===== src/rtl/time_ctrl_pkg.sv =====
// Shared types and constants for the front-panel time-set controller.
package time_ctrl_pkg;

    typedef enum logic [1:0] {
        RUN   = 2'd0,
        SET   = 2'd1,
        DRAIN = 2'd2
    } state_e;

    // Field indices in the datapath encoding; 0/1 are the millisecond fields.
    localparam logic [3:0] SEL_FIRST = 4'd2;
    localparam logic [3:0] SEL_LAST  = 4'd15;

    // Advance the selected field, wrapping from the last back to the first.
    function automatic logic [3:0] next_sel(input logic [3:0] sel);
        return (sel == SEL_LAST) ? SEL_FIRST : sel + 4'd1;
    endfunction

endpackage


===== src/rtl/key_debounce.sv =====
// Single-key debouncer: the level follows the raw key after DEB_CYC equal
// samples; press is a one-cycle pulse one cycle after the level rises.
// The raw key is expected to be synchronous to CLOCK_50 already.
module key_debounce #(
    parameter int DEB_CYC = 1_000_000
) (
    input  logic CLOCK_50,
    input  logic rst,
    input  logic raw,
    output logic level,
    output logic press
);

    localparam int CW = (DEB_CYC > 1) ? $clog2(DEB_CYC) : 1;
    localparam logic [CW-1:0] CNT_LAST = CW'(DEB_CYC - 1);

    logic [CW-1:0] cnt_q, cnt_d;
    logic          level_q, level_d;
    logic          level_dly_q;
    logic          press_q, press_d;

    // Count consecutive samples that differ from the current level.
    always_comb begin
        // NOTE: every always_comb output gets a default first, so no path leaves it unassigned and no latch is inferred.
        cnt_d   = '0;
        level_d = level_q;
        press_d = level_q & ~level_dly_q;
        if (raw != level_q) begin
            if (cnt_q == CNT_LAST) begin
                level_d = raw;
            end else begin
                cnt_d = cnt_q + CW'(1);
            end
        end
    end

    // State registers with asynchronous reset.
    always_ff @(posedge CLOCK_50 or posedge rst) begin
        if (rst) begin
            cnt_q       <= '0;
            level_q     <= 1'b0;
            level_dly_q <= 1'b0;
            press_q     <= 1'b0;
        end else begin
            // NOTE: sequential state uses <= so every flop samples pre-edge values regardless of statement order.
            cnt_q       <= cnt_d;
            level_q     <= level_d;
            level_dly_q <= level_q;
            press_q     <= press_d;
        end
    end

    assign level = level_q;
    assign press = press_q;

endmodule


===== src/rtl/time_set_ctrl.sv =====
// Front-panel controller for time_float: debounced keys, RUN/SET/DRAIN mode
// machine, bounded add/clr pulse engine, auto-repeat, SET timeout and blink.
module time_set_ctrl
    import time_ctrl_pkg::*;
#(
    parameter int DEB_CYC    = 1_000_000,
    parameter int PULSE_W    = 4,
    parameter int REP_DELAY  = 25_000_000,
    parameter int REP_PERIOD = 5_000_000,
    parameter int TIMEOUT    = 1_500_000_000,
    parameter int BLINK_HALF = 12_500_000
) (
    input  logic       CLOCK_50,
    input  logic       rst,
    input  logic       key_mode,
    input  logic       key_next,
    input  logic       key_add,
    input  logic       key_clr,
    output logic       adjust,
    output logic [3:0] select,
    output logic       add,
    output logic       clr,
    output logic       blink_on
);

    // Pulse counter holds the remaining busy cycles: PULSE_W high, PULSE_W guard.
    localparam int PCW   = $clog2(2 * PULSE_W);
    localparam int REP_W = $clog2(REP_DELAY + 1);
    localparam int TMO_W = (TIMEOUT > 1) ? $clog2(TIMEOUT) : 1;
    localparam int BLK_W = (BLINK_HALF > 1) ? $clog2(BLINK_HALF) : 1;

    localparam logic [PCW-1:0]   PCNT_START = PCW'(2 * PULSE_W - 1);
    localparam logic [PCW-1:0]   PCNT_HIGH  = PCW'(PULSE_W);
    localparam logic [REP_W-1:0] REP_FIRE   = REP_W'(REP_DELAY);
    // Reloading here makes the next fire exactly REP_PERIOD cycles later.
    localparam logic [REP_W-1:0] REP_RELOAD = REP_W'(REP_DELAY - REP_PERIOD + 1);
    localparam logic [TMO_W-1:0] TMO_LOAD   = TMO_W'(TIMEOUT - 1);
    localparam logic [BLK_W-1:0] BLK_LAST   = BLK_W'(BLINK_HALF - 1);

    logic       press_mode, press_next, press_add, press_clr;
    logic       level_add;
    logic [2:0] unused_levels;

    key_debounce #(.DEB_CYC(DEB_CYC)) u_deb_mode (
        .CLOCK_50(CLOCK_50), .rst(rst), .raw(key_mode),
        .level(unused_levels[0]), .press(press_mode)
    );
    key_debounce #(.DEB_CYC(DEB_CYC)) u_deb_next (
        .CLOCK_50(CLOCK_50), .rst(rst), .raw(key_next),
        .level(unused_levels[1]), .press(press_next)
    );
    key_debounce #(.DEB_CYC(DEB_CYC)) u_deb_add (
        .CLOCK_50(CLOCK_50), .rst(rst), .raw(key_add),
        .level(level_add), .press(press_add)
    );
    key_debounce #(.DEB_CYC(DEB_CYC)) u_deb_clr (
        .CLOCK_50(CLOCK_50), .rst(rst), .raw(key_clr),
        .level(unused_levels[2]), .press(press_clr)
    );

    state_e           state_q, state_d;
    logic             adjust_q, adjust_d;
    logic [3:0]       select_q, select_d;
    logic             add_q, add_d;
    logic             clr_q, clr_d;
    logic             blink_q, blink_d;
    logic [PCW-1:0]   pcnt_q, pcnt_d;
    logic [REP_W-1:0] rep_q, rep_d;
    logic [TMO_W-1:0] tmo_q, tmo_d;
    logic [BLK_W-1:0] blk_q, blk_d;

    logic pe_idle;
    logic rep_evt;
    logic any_evt;

    // Next-state logic for the mode machine, pulse engine and all counters.
    always_comb begin
        state_d  = state_q;
        select_d = select_q;
        add_d    = add_q;
        clr_d    = clr_q;
        pcnt_d   = pcnt_q;
        rep_d    = rep_q;
        tmo_d    = tmo_q;
        blink_d  = blink_q;
        blk_d    = blk_q;

        pe_idle = (pcnt_q == '0);
        rep_evt = (state_q == SET) && level_add && (rep_q == REP_FIRE);
        any_evt = press_mode | press_next | press_add | press_clr | rep_evt;

        unique case (state_q)
            RUN: begin
                if (press_mode) begin
                    state_d  = SET;
                    select_d = SEL_FIRST;
                end
            end
            SET: begin
                if (press_mode || (tmo_q == '0)) state_d = DRAIN;
                if (press_next) select_d = next_sel(select_q);
            end
            DRAIN: begin
                // Hold adjust low until add/clr and its guard are both over.
                if (pe_idle) state_d = RUN;
            end
            default: state_d = RUN;
        endcase

        adjust_d = (state_d == RUN);

        // Pulse engine: events while busy are dropped; clr beats add.
        if (!pe_idle) begin
            pcnt_d = pcnt_q - PCW'(1);
            if (pcnt_q <= PCNT_HIGH) begin
                add_d = 1'b0;
                clr_d = 1'b0;
            end
        end else if (state_q == SET) begin
            if (press_clr) begin
                clr_d  = 1'b1;
                pcnt_d = PCNT_START;
            end else if (press_add || rep_evt) begin
                add_d  = 1'b1;
                pcnt_d = PCNT_START;
            end
        end

        // Auto-repeat hold counter, live only while add is held in SET.
        if (!((state_q == SET) && level_add)) begin
            rep_d = '0;
        end else if (press_add) begin
            rep_d = REP_W'(1);
        end else if (rep_q == REP_FIRE) begin
            rep_d = REP_RELOAD;
        end else if (rep_q != '0) begin
            rep_d = rep_q + REP_W'(1);
        end

        // Idle timeout: reload on SET entry and on every event in SET.
        if ((state_q == RUN) && (state_d == SET)) begin
            tmo_d = TMO_LOAD;
        end else if (state_q == SET) begin
            if (any_evt) tmo_d = TMO_LOAD;
            else if (tmo_q != '0) tmo_d = tmo_q - TMO_W'(1);
        end

        // Blink: off in RUN, restarted high on entry or field change, frozen in DRAIN.
        if (state_d == RUN) begin
            blink_d = 1'b0;
            blk_d   = '0;
        end else if ((state_q == RUN) || (select_d != select_q)) begin
            blink_d = 1'b1;
            blk_d   = '0;
        end else if (state_q == SET) begin
            if (blk_q == BLK_LAST) begin
                blink_d = ~blink_q;
                blk_d   = '0;
            end else begin
                blk_d = blk_q + BLK_W'(1);
            end
        end
    end

    // Register all state and outputs; reset acts immediately.
    always_ff @(posedge CLOCK_50 or posedge rst) begin
        if (rst) begin
            state_q  <= RUN;
            adjust_q <= 1'b1;
            select_q <= 4'd0;
            add_q    <= 1'b0;
            clr_q    <= 1'b0;
            blink_q  <= 1'b0;
            pcnt_q   <= '0;
            rep_q    <= '0;
            tmo_q    <= '0;
            blk_q    <= '0;
        end else begin
            state_q  <= state_d;
            adjust_q <= adjust_d;
            select_q <= select_d;
            add_q    <= add_d;
            clr_q    <= clr_d;
            blink_q  <= blink_d;
            pcnt_q   <= pcnt_d;
            rep_q    <= rep_d;
            tmo_q    <= tmo_d;
            blk_q    <= blk_d;
        end
    end

    assign adjust   = adjust_q;
    assign select   = select_q;
    assign add      = add_q;
    assign clr      = clr_q;
    assign blink_on = blink_q;

endmodule


===== config.mk =====
export PLATFORM = sky130hd
export DESIGN_NAME = time_set_ctrl
export DESIGN_NICKNAME = d
export VERILOG_FILES = /design/src/rtl/time_ctrl_pkg.sv /design/src/rtl/key_debounce.sv /design/src/rtl/time_set_ctrl.sv
export SDC_FILE = /design/constraint.sdc
export NUM_CORES = 1
export LEC_CHECK = 0
export CORE_ASPECT_RATIO = 1.1
export CORE_MARGIN = 4
export CORE_UTILIZATION = 30
export DETAILED_ROUTE_END_ITERATION = 10
export PLACE_DENSITY = 0.53
export SYNTH_ARGS = -nofsm -noshare
export SYNTH_HDL_FRONTEND = slang
export SYNTH_SLANG_ARGS = --single-unit

===== constraint.sdc =====
create_clock -name CLOCK_50 -period 8.3 [get_ports CLOCK_50]
set_input_delay 2.075 -clock CLOCK_50 [delete_from_list [all_inputs] [get_ports CLOCK_50]]
set_output_delay 2.075 -clock CLOCK_50 [all_outputs]
set_load 0.005 [all_outputs]

Word level (Yosys, flattened, before mapping)
Index checks and enable logic that the tools add are counted.
{"block": "word_totals", "reg_bits": 185, "wordCells": 140, "in_bits": 6, "out_inout_bits": 8}
{"block": "op_classes", "addsub": 9, "n_mux": 44, "reduce_logical": 26, "order_cmp": 1, "n_eq_ne": 21, "bitwise": 13}
{"op": "$mux W20", "n": 8}
{"op": "$mux W31", "n": 4}
{"op": "$mux W25", "n": 4}
{"op": "$mux W24", "n": 4}
{"op": "$add A20 B1 Y20 const B", "n": 4}
{"op": "$eq A20 B20 Y1 const B", "n": 4}
{"op": "$logic_not A31 Y1", "n": 1}
{"op": "$reduce_bool A31 Y1", "n": 1}
{"op": "$sub A31 B1 Y31 const B", "n": 1}
{"op": "$add A25 B1 Y25 const B", "n": 1}
{"op": "$eq A25 B25 Y1 const B", "n": 1}
{"op": "$reduce_bool A25 Y1", "n": 1}
{"op": "$add A24 B1 Y24 const B", "n": 1}
{"op": "$eq A24 B24 Y1 const B", "n": 1}
{"op": "$reduce_and A2 Y1", "n": 7}
{"op": "$mux W1", "n": 12}
{"op": "$mux W3", "n": 4}
{"op": "$mux W4", "n": 3}
{"op": "$reduce_bool A3 Y1", "n": 3}
{"op": "$pmux W4 S2", "n": 1}
{"op": "$mux W2", "n": 3}
{"op": "$ne A2 B1 Y1 const B", "n": 3}
{"op": "$pmux W2 S3", "n": 1}
{"op": "$not A1 Y1", "n": 5}
{"op": "other kinds (20)", "n": 36}

Logic depth before layout (Yosys ltp)
Gate-level depths: netlist (run 1).
{"block": "depth", "ltp_word": 8, "mapped_depth": 10, "mapped_depth_nobuf": 8}

By module
From an unflattened synthesis (run 1), not the netlist that was laid out.
{"block": "unflattened", "hier_cells": 1054, "hier_area_um2": 9957.0}
{"module": "time_set_ctrl", "seq_area_each_um2": 2328.5, "cells_per_inst": 606, "area_per_inst_um2": 5482.8, "n_inst": 1}
{"module": "key_debounce", "seq_area_each_um2": 575.6, "cells_per_inst": 112, "area_per_inst_um2": 1118.6, "n_inst": 4}

Worst setup path before layout (run 1)
Ideal clock, no wire load.
{"block": "synth_path", "path_type": "input to register", "from": "input port key_add", "to": "register u_deb_add.cnt_q[11]", "required_ns": 8.168, "path_buffers": 2, "setup_time_ns": 0.132, "setup_slack_ns": 5.196, "t_arrival_ns": 2.972, "stages": 5, "path_cell_list": "xnor2_1 > or2_2 > clkbuf_1 > clkbuf_1 > nor2_1"}
{"block": "synth_via", "elab_chain_cells": 2}
{"item": "start: declaration", "line_no": "time_set_ctrl.sv:17", "source": "input logic key_add,"}
{"item": "$ne A1 B1 Y1", "line_no": "key_debounce.sv:28", "source": "if (raw != level_q) begin"}
{"item": "$mux W20", "line_no": "key_debounce.sv:28"}
{"item": "net u_deb_add.cnt_d[11]", "line_no": "key_debounce.sv:17", "source": "logic [CW-1:0] cnt_q, cnt_d;"}
{"item": "end signal: assignment", "line_no": "key_debounce.sv:46", "source": "cnt_q <= cnt_d;"}
{"item": "end: declaration", "line_no": "key_debounce.sv:17"}
The timed path passes the listed nets, and every way through them passes these cells.
A chain may end at the register's enable or synchronous reset.

==> results of run 1 <==
-- final cells by class --
cell class	instances	area (um^2)	area share
clock buffer	19	453	0.0435
tap	408	510	0.0491
timing repair buffer	19	175	0.0168
inverter	21	86.3	0.00830
multi-input combinational	735	4380	0.421
sequential	185	4630	0.445
clock inverter	12	165	0.0159
-- worst max-delay path, cell delays in order --
cell and delay, ns:
clkdlybuf4s50_1 0.49, inv_8 0.53, buf_4 0.76
-- stage by stage --
stage	std cells	hold slack, ns	setup WS, ns	area [um^2]
2_1_floorplan	966	0.378	1.20	9190
3_3_place_gp	1368	0.380	4.11	9790
3_5_place_dp	1368	0.385	4.12	9790
4_1_cts	1399	0.395	4.60	10400
5_1_grt	1399	0.407	4.38	10400
6_report	1399	0.392	4.71	10400
-- cell families (layout without fill, tap and decap cells) --
group	after synthesis	after routing	share of synthesized area
and+or+nand+nor	496	496	0.268
DFF	185	185	0.504
xor gates and xnor gates	117	117	0.111
AOI/OAI and AO/OA	103	103	0.0730
buffers and inverters	46	71	0.0193
adders and majority gates	11	11	0.0150
muxes	8	8	0.00926
-- layer usage --
layer  track usage  vias up
li1              -     3421
met1         0.168     3351
met2         0.188       66
met3        0.0242       18
met4        0.0393        0
met5             0        -
-- cells in the final DEF, fill, tap and decap left out, types with 12 or more instances in the layout --
cell type | Yosys | final
xor2_1 | 62 | 62
a21oi_1 | 26 | 26
clkbuf_16 | 0 | 17
clkdlybuf4s50_1 | 0 | 13
and4_1 | 12 | 12
dfrtp_1 | 184 | 184
nor2_1 | 171 | 171
or3_1 | 20 | 20
and3_1 | 21 | 21
xnor2_1 | 55 | 55
nor3_1 | 26 | 26
inv_1 | 21 | 20
nor4_1 | 23 | 23
o21ai_0 | 30 | 29
nand4_1 | 23 | 23
nand2_1 | 78 | 78
nand3_1 | 68 | 68
-- worst paths after layout --
kind                                                to  slack, ns  cells past startpoint                             from
max                               rep_q[0]$_DFFE_PP0P_       4.71                      3                              rst
min                          u_deb_clr.press$_DFF_PP0_       0.39                      1  u_deb_clr.level_dly_q$_DFF_PP0_
max reg2reg                       tmo_q[2]$_DFFE_PP0P_       5.40                      6            rep_q[16]$_DFFE_PP0P_
min reg2reg                  u_deb_clr.press$_DFF_PP0_       0.39                      1  u_deb_clr.level_dly_q$_DFF_PP0_
max in group CLOCK_50                           adjust       4.76                      1                 adjust$_DFF_PP1_
min in group asynchronous  u_deb_clr.level$_DFFE_PP0P_       2.13                      2                              rst
-- sequential cells by signal, indices dropped and copies added (netlist names), 3 cells and up --
| register | cells |
|---|---|
| blk_q | 24 |
| pcnt_q | 3 |
| rep_q | 25 |
| select | 4 |
| tmo_q | 31 |
| u_deb_add.cnt_q | 20 |
| u_deb_clr.cnt_q | 20 |
| u_deb_mode.cnt_q | 20 |
| u_deb_next.cnt_q | 20 |
-- power by group --
group | internal (mW) | leakage [nW] | switching, mW
Clock | 0.494 | 0.298 | 0.360
Sequential | 0.940 | 2.45 | 0.0417
Combinational | 0.0908 | 1.36 | 0.189
==> run summary, run 1 <==
WL met3 - 446 um
worst-skew pair later-pin latency - 0.43 ns
Async S/R FF share, synth - 1.00
Hold Crit Class - reg -> reg
setup violators final - 0
RSZ-0062 raised after global routing - false
Slew HR - 0.232
Arrival @ worst endpoint - 4.06 ns
Cells after Synth - 966
Final Skew - 0.00780 ns
CTS Buf Count - 17
final core occ - 0.348
first-pass GRT wire length - 33800 um
Die ar. - 33500 um^2
number of setup buffers added after CTS - 0
status - finished, final reports clean
sequential area share after synthesis - 0.504
area delta synth->final - 13.2%
count leader, synth - dfrtp_1
Yosys cell types - 56
Die H - 192 um
DR pass1 iterations - 4
gp weighted congestion - 0.793
Layout Nets - 996
CTS tree - done
Least-Margin Pin Slew - 1.15 ns
Critical Path RT - 8.77 ns
Metal-1 WL - 9670 um
Die Wd - 175 um
top post-synthesis cells by area - dfrtp_1 (50%), nor2_1 (7.0%), xor2_1 (5.9%)
WL met2 - 8690 um
Final min period - 3.59 ns
power per cell area - 203 nW/um^2
core area - 29900 um^2
Post-synth EDFFs - 0
crit end category - asynchronous set/reset pin
effective utilization at floorplan - 0.307
Worst VDD drop - 0.000127 V
Syn. warnings - 0
main flop type after synthesis - dfrtp_1
critical-path maximum fanout - 124
IO Count - 14
DR DRC count - 0
vias per cell - 4.90
Fillers - 3165
vias in the first global route - 6867
IO buf count - 13
Hold Violations, Final - 0
dominant cell type by area after synthesis - dfrtp_1
max-slew violations - 0
WL per Instance - 13.6 um
Root Driver - clkbuf_16
Iteration-0 DRC Markers - 379
ANT cells - 0
Post-Syn Area - 9190 um^2
setup TNS - 0 ns
synthesized flop and latch total - 185
ANT nets after route - 0
mean area per synthesized cell - 9.51 um^2
post-DP HPWL - 12700 um
Worst-path clk slew - 0.07 ns
row cnt - 66
clock sinks - 185
gr usage total - 0.120
top-area cell type share of the netlist area - 0.501
total wire length - 19100 um
Resized cells post-CTS - 0
Max-Cap Viols - 0
largest net degree at the start of global routing - 125
leakage - 4.11 nW
Highest Signal Layer - met4
syn nets - 983
initial antenna violation count - 0
crit share post-route - 0.432
CTS Buffer Depth - 2
Startpoint Class - primary input
CP Class - in -> async
fmax - 279 MHz
CTS H-tree lvls - 4
Post-synth top cells - dfrtp_1 (184), nor2_1 (171), nand2_1 (78)
Remaining Overflow, GRT - 0
Vias - 6856
Hold-fix buffers, CTS - 0
layout cell share with drive strength beyond 1 - 0.0585
Power, Total - 2.12 mW
Note: power is estimated with default switching activity, not from simulation.
==> run 2, diff against run 1 <==
==> constraint.sdc (replaced) <==
create_clock -name CLOCK_50 -period 3.8 [get_ports CLOCK_50]
set_input_delay 0.95 -clock CLOCK_50 [delete_from_list [all_inputs] [get_ports CLOCK_50]]
set_output_delay 0.95 -clock CLOCK_50 [all_outputs]
set_load 0.005 [all_outputs]
==> run 2 against run 1 <==
Core utilization about the same. Largest cell class unchanged. Critical endpoint is now tmo_q[25]$_DFFE_PP0P_. Global-route usage fell by 0.34 points. Critical path depth up 3. First-iteration DRC count decreased by 6.6%. Via count unchanged.
==> run summary, run 2 (synthesized netlist as in run 1, its figures left out) <==
Arrival @ worst endpoint - 3.06 ns
Hold Crit Class - reg -> reg
RSZ-0062 raised after global routing - false
WP buf/inv - 0
reg2reg start - tmo_q[20]$_DFFE_PP0P_
largest net degree at the start of global routing - 122
post-DP HPWL - 12800 um
most frequent cells in the layout - dfrtp_1 (184), nor2_1 (171), nand2_1 (78)
fmax - 369 MHz
WL met3 - 308 um
worst-skew pair later-pin latency - 0.43 ns
Startpoint Class - flip-flop
gp weighted congestion - 0.770
cell at the slowest stage of the critical path - or4_1
vias in the first global route - 6787
DR DRC count - 0
Metal-1 WL - 9530 um
R2R depth - 6
DR pass1 iterations - 4
Worst-path clk slew - 0.07 ns
setup violators final - 0
setup TNS - 0 ns
Max-Cap Viols - 0
critical-path maximum fanout - 9
CTS tree - done
Layout Nets - 998
Regs by FF count - tmo_q x31, rep_q x25, blk_q x24
Least-Margin Pin Slew - 1.21 ns
core area - 29900 um^2
Worst VDD drop - 0.000273 V
placed inst area - 9810 um^2
Slew HR - 0.187
most common cell after layout, fill and taps aside - dfrtp_1
Hold Crit Depth - 1
Die ar. - 33500 um^2
Largest register FFs - 31
IO Count - 14
Critical Path RT - 4.15 ns
Top delay family on crit path - simple AND/OR/NAND/NOR gates
Power, Total - 4.57 mW
leakage - 4.11 nW
CTS Buf Count - 17
final core occ - 0.348
IO buf count - 13
R2R Setup Slk - 1.09 ns
Root Driver - clkbuf_16
Hold EP - u_deb_clr.press$_DFF_PP0_
ANT cells - 0
CP max stage delay - 0.61 ns
clock sinks - 185
WL met2 - 8840 um
total wire length - 18800 um
row cnt - 66
Hold-fix buffers, CTS - 0
WL per Instance - 13.4 um
ANT nets after route - 0
Final Cell Area - 10400 um^2
number of setup buffers added after CTS - 0
Remaining Overflow, GRT - 0
Iteration-0 DRC Markers - 354
max-slew violations - 0
Final min period - 2.71 ns
Die H - 192 um
CTS Buffer Depth - 2
Highest Signal Layer - met4
CP Class - reg -> reg
first-pass GRT wire length - 33100 um
worst-path cell chain - or4_1, nor4_2, nand4_2, o31ai_2, o21ai_0, a21oi_1
crit share post-route - 0.714
status - finished, final reports clean
gr usage total - 0.117
area delta synth->final - 13.3%
crit end category - flip-flop
layout cell share with drive strength beyond 1 - 0.0614
initial antenna violation count - 0
Vias - 6856
power per cell area - 439 nW/um^2
Crit Reg-Reg Endpoint - tmo_q[25]$_DFFE_PP0P_
Final Skew - 0.0111 ns
CTS H-tree lvls - 4
Largest Register - tmo_q
vias per cell - 4.89
Die Wd - 175 um
hold path start - u_deb_clr.level_dly_q$_DFF_PP0_
Hold Violations, Final - 0
effective utilization at floorplan - 0.307
Resized cells post-CTS - 0
## run 2: cell count changes in the layout (fill, tap and decap cells not counted), sizes merged
cell    previous run  this run
inv               25        29
buf                6         8
clkinv             3         2
bufinv             3         1
## run 2: where the power goes
part           switching (mW)  internal [mW]
Sequential             0.0879           2.05
Clock                   0.833          0.972
Combinational           0.410          0.216
## run 2: worst max path at each step
stage / start / endpoint / cells after the start
after floorplan: rst / add$_DFFE_PP0P_ / 1
final: tmo_q[20]$_DFFE_PP0P_ / tmo_q[25]$_DFFE_PP0P_ / 6
after detailed placement: tmo_q[20]$_DFFE_PP0P_ / tmo_q[25]$_DFFE_PP0P_ / 6
after global routing: tmo_q[20]$_DFFE_PP0P_ / tmo_q[25]$_DFFE_PP0P_ / 6
after CTS: tmo_q[20]$_DFFE_PP0P_ / tmo_q[25]$_DFFE_PP0P_ / 6
after global placement: rep_q[11]$_DFFE_PP0P_ / tmo_q[12]$_DFFE_PP0P_ / 6
## run 2: per-stage QoR
stage / setup WS [ns] / hold slack (ns) / std cells
floorplan: 0.472 / 0.378 / 966
global placement: 1.16 / 0.381 / 1370
detailed placement: 1.06 / 0.387 / 1370
CTS: 1.04 / 0.398 / 1402
global route: 0.848 / 0.410 / 1402
finish: 1.09 / 0.391 / 1402
## run 2: layout make-up
type                    instances  area, um^2
inverters                      21        82.6
multi-input cells             735        4380
well taps                     408         510
clock buffers                  19         453
flip-flops and latches        185        4630
fillers                      3098       19500
clock inverters                13         149
repair buffers                 21         203
## run 2: routing by layer
metal  GRT usage  up-vias
li1            -     3418
met1       0.159     3381
met2       0.192       47
met3      0.0230       10
met4      0.0320        0
met5           0        -
==> run 3, diff against run 2 <==
--- a/config.mk
+++ b/config.mk
@@ -9,7 +9,7 @@
 export CORE_MARGIN = 4
 export CORE_UTILIZATION = 30
 export DETAILED_ROUTE_END_ITERATION = 10
-export PLACE_DENSITY = 0.53
+export PLACE_DENSITY = 0.55
 export SYNTH_ARGS = -nofsm -noshare
 export SYNTH_HDL_FRONTEND = slang
 export SYNTH_SLANG_ARGS = --single-unit
==> constraint.sdc (replaced) <==
create_clock -name CLOCK_50 -period 2.4 [get_ports CLOCK_50]
set_input_delay 0.6 -clock CLOCK_50 [delete_from_list [all_inputs] [get_ports CLOCK_50]]
set_output_delay 0.6 -clock CLOCK_50 [all_outputs]
set_load 0.005 [all_outputs]
==> run 3 against run 2 <==
Die area unchanged. Final area increased by 5.8%. Hold slack improved by 0.00092 ns. Critical endpoint is now tmo_q[29]$_DFFE_PP0P_. Highest routed layer unchanged.
==> run summary, run 3 (synthesized netlist as in run 1, its figures left out) <==
layout cell share with drive strength beyond 1 - 0.134
Arrival @ worst endpoint - 2.70 ns
IO buf count - 13
Pint - 5.35 mW
number of setup buffers added after CTS - 0
Least-Margin Pin Slew - 0.656 ns
Hold-fix buffers, CTS - 0
status - finished, final reports clean
CP max stage delay - 0.56 ns
Max-Cap Viols - 0
Iteration-0 DRC Markers - 390
largest net degree at the start of global routing - 97
post-DP HPWL - 13500 um
worst-skew pair later-pin latency - 0.44 ns
gp weighted congestion - 0.774
Switch Pwr - 2.07 mW
Hold Violations, Final - 0
WL per Instance - 13.3 um
Worst Setup SP - tmo_q[20]$_DFFE_PP0P_
first-pass GRT wire length - 34400 um
Startpoint Class - flip-flop
most frequent cells in the layout - dfrtp_1 (184), nor2_1 (171), nand2_1 (78)
CTS Buffer Depth - 2
crit end category - flip-flop
critical-path maximum fanout - 4
ANT cells - 0
Root Driver - clkbuf_16
sw frac - 0.279
leakage - 4.49 nW
CTS Buf Count - 17
Die ar. - 33500 um^2
combinational power share - 0.156
clock network fraction of design power - 0.390
Remaining Overflow, GRT - 0
setup TNS - 0 ns
total wire length - 19600 um
worst-path cell chain - or4_4, or3_1, or4_4, or3_1, a21oi_1
reg2reg start - tmo_q[20]$_DFFE_PP0P_
most common cell after layout, fill and taps aside - dfrtp_1
vias per cell - 4.80
Critical Path RT - 2.76 ns
Worst-path clk slew - 0.07 ns
Largest Register - tmo_q
vias in the first global route - 7170
cell at the slowest stage of the critical path - or4_4
total stage count of the critical path - 5
Regs by FF count - tmo_q x31, rep_q x25, blk_q x24
CTS tree - done
ANT nets after route - 0
gr usage total - 0.122
Largest register FFs - 31
initial antenna violation count - 0
hold slack - 0.392 ns
Die H - 192 um
Layout Nets - 1068
sequential power share - 0.454
Hold Crit Class - reg -> reg
Fillers - 3048
clock sinks - 185
IO Count - 14
CTS H-tree lvls - 4
CP Class - reg -> reg
RSZ-0062 raised after global routing - false
Top delay family on crit path - simple AND/OR/NAND/NOR gates
Slew HR - 0.560
Worst VDD drop - 0.000458 V
Final min period - 2.33 ns
max-slew violations - 0
R2R depth - 5
Final Skew - 0.0105 ns
row cnt - 66
power per cell area - 673 nW/um^2
setup violators final - 0
effective utilization at floorplan - 0.307
Die Wd - 175 um
R2R Setup Slk - 0.07 ns
area delta synth->final - 19.8%
DR DRC count - 0
core area - 29900 um^2
Vias - 7054
fmax - 428 MHz
WP buf/inv - 0
crit share post-route - 0.973
CP Capture Point - tmo_q[29]$_DFFE_PP0P_
Crit Reg-Reg Endpoint - tmo_q[29]$_DFFE_PP0P_
DR pass1 iterations - 7
==> run 3: worst min path at each step <==
stage | startpoint | endpoint | cells past startpoint
floorplan | u_deb_add.level_dly_q$_DFF_PP0_ | u_deb_add.press$_DFF_PP0_ | 1
global placement | u_deb_clr.level_dly_q$_DFF_PP0_ | u_deb_clr.press$_DFF_PP0_ | 1
detailed placement | u_deb_next.level_dly_q$_DFF_PP0_ | u_deb_next.press$_DFF_PP0_ | 1
CTS | u_deb_next.level_dly_q$_DFF_PP0_ | u_deb_next.press$_DFF_PP0_ | 1
global route | u_deb_next.level_dly_q$_DFF_PP0_ | u_deb_next.press$_DFF_PP0_ | 1
finish | u_deb_next.level_dly_q$_DFF_PP0_ | u_deb_next.press$_DFF_PP0_ | 1
==> run 3: stage by stage <==
| stage | power, mW | cell area [um^2] | util | instances | setup WS [ns] |
|---|---|---|---|---|---|
| finish | 7.41 | 11000 | 0.368 | 1471 | 0.0652 |
| global route | 7.82 | 11000 | 0.368 | 1471 | 0.00103 |
| CTS | 7.52 | 10900 | 0.366 | 1471 | 0.0124 |
| detailed placement | 4.59 | 10300 | 0.346 | 1440 | -0.00519 |
| global placement | 4.59 | 10300 | 0.346 | 1440 | 0.0668 |
| floorplan | 4.12 | 9200 | - | 966 | -0.578 |
==> run 3: cell type report <==
type / instances / area, um^2 / area share
multi-input cells: 735 / 4450 / 0.404
well taps: 408 / 510 / 0.0463
clock buffers: 17 / 425 / 0.0386
clock inverters: 14 / 170 / 0.0154
flip-flops and latches: 185 / 4630 / 0.420
inverters: 21 / 82.6 / 0.00750
repair buffers: 91 / 741 / 0.0672
==> run 3: per-layer routing <==
layer | vias up | global-route usage | wire length (um)
met5 | - | 0 | 0
met4 | 0 | 0.0351 | 272
met3 | 17 | 0.0226 | 397
met2 | 58 | 0.207 | 9320
met1 | 3420 | 0.162 | 9620
li1 | 3559 | - | -
==> run 3: power groups by stage <==
stage,Combinational [mW],Sequential (mW),Clock (mW)
3_3_place_gp,1.17,3.42,0
5_1_grt,1.31,3.39,3.12
4_1_cts,1.17,3.37,2.99
2_1_floorplan,0.727,3.39,0
6_report,1.16,3.37,2.89
3_5_place_dp,1.17,3.43,0
==> run 3: repair_timing <==
| item | CTS | global route |
|---|---|---|
| gates resized for setup | 1 | 13 |
| hold endpoints to repair | 0 | 0 |
| setup endpoints to repair | 1 | 46 |
| pin swaps | 0 | 1 |
==> run 3: worst register-to-register path: stages (launching register included) <==
cell	delay (ns)
dfrtp_1	0.40
or4_4	0.56
or3_1	0.36
or4_4	0.45
or3_1	0.33
a21oi_1	0.16
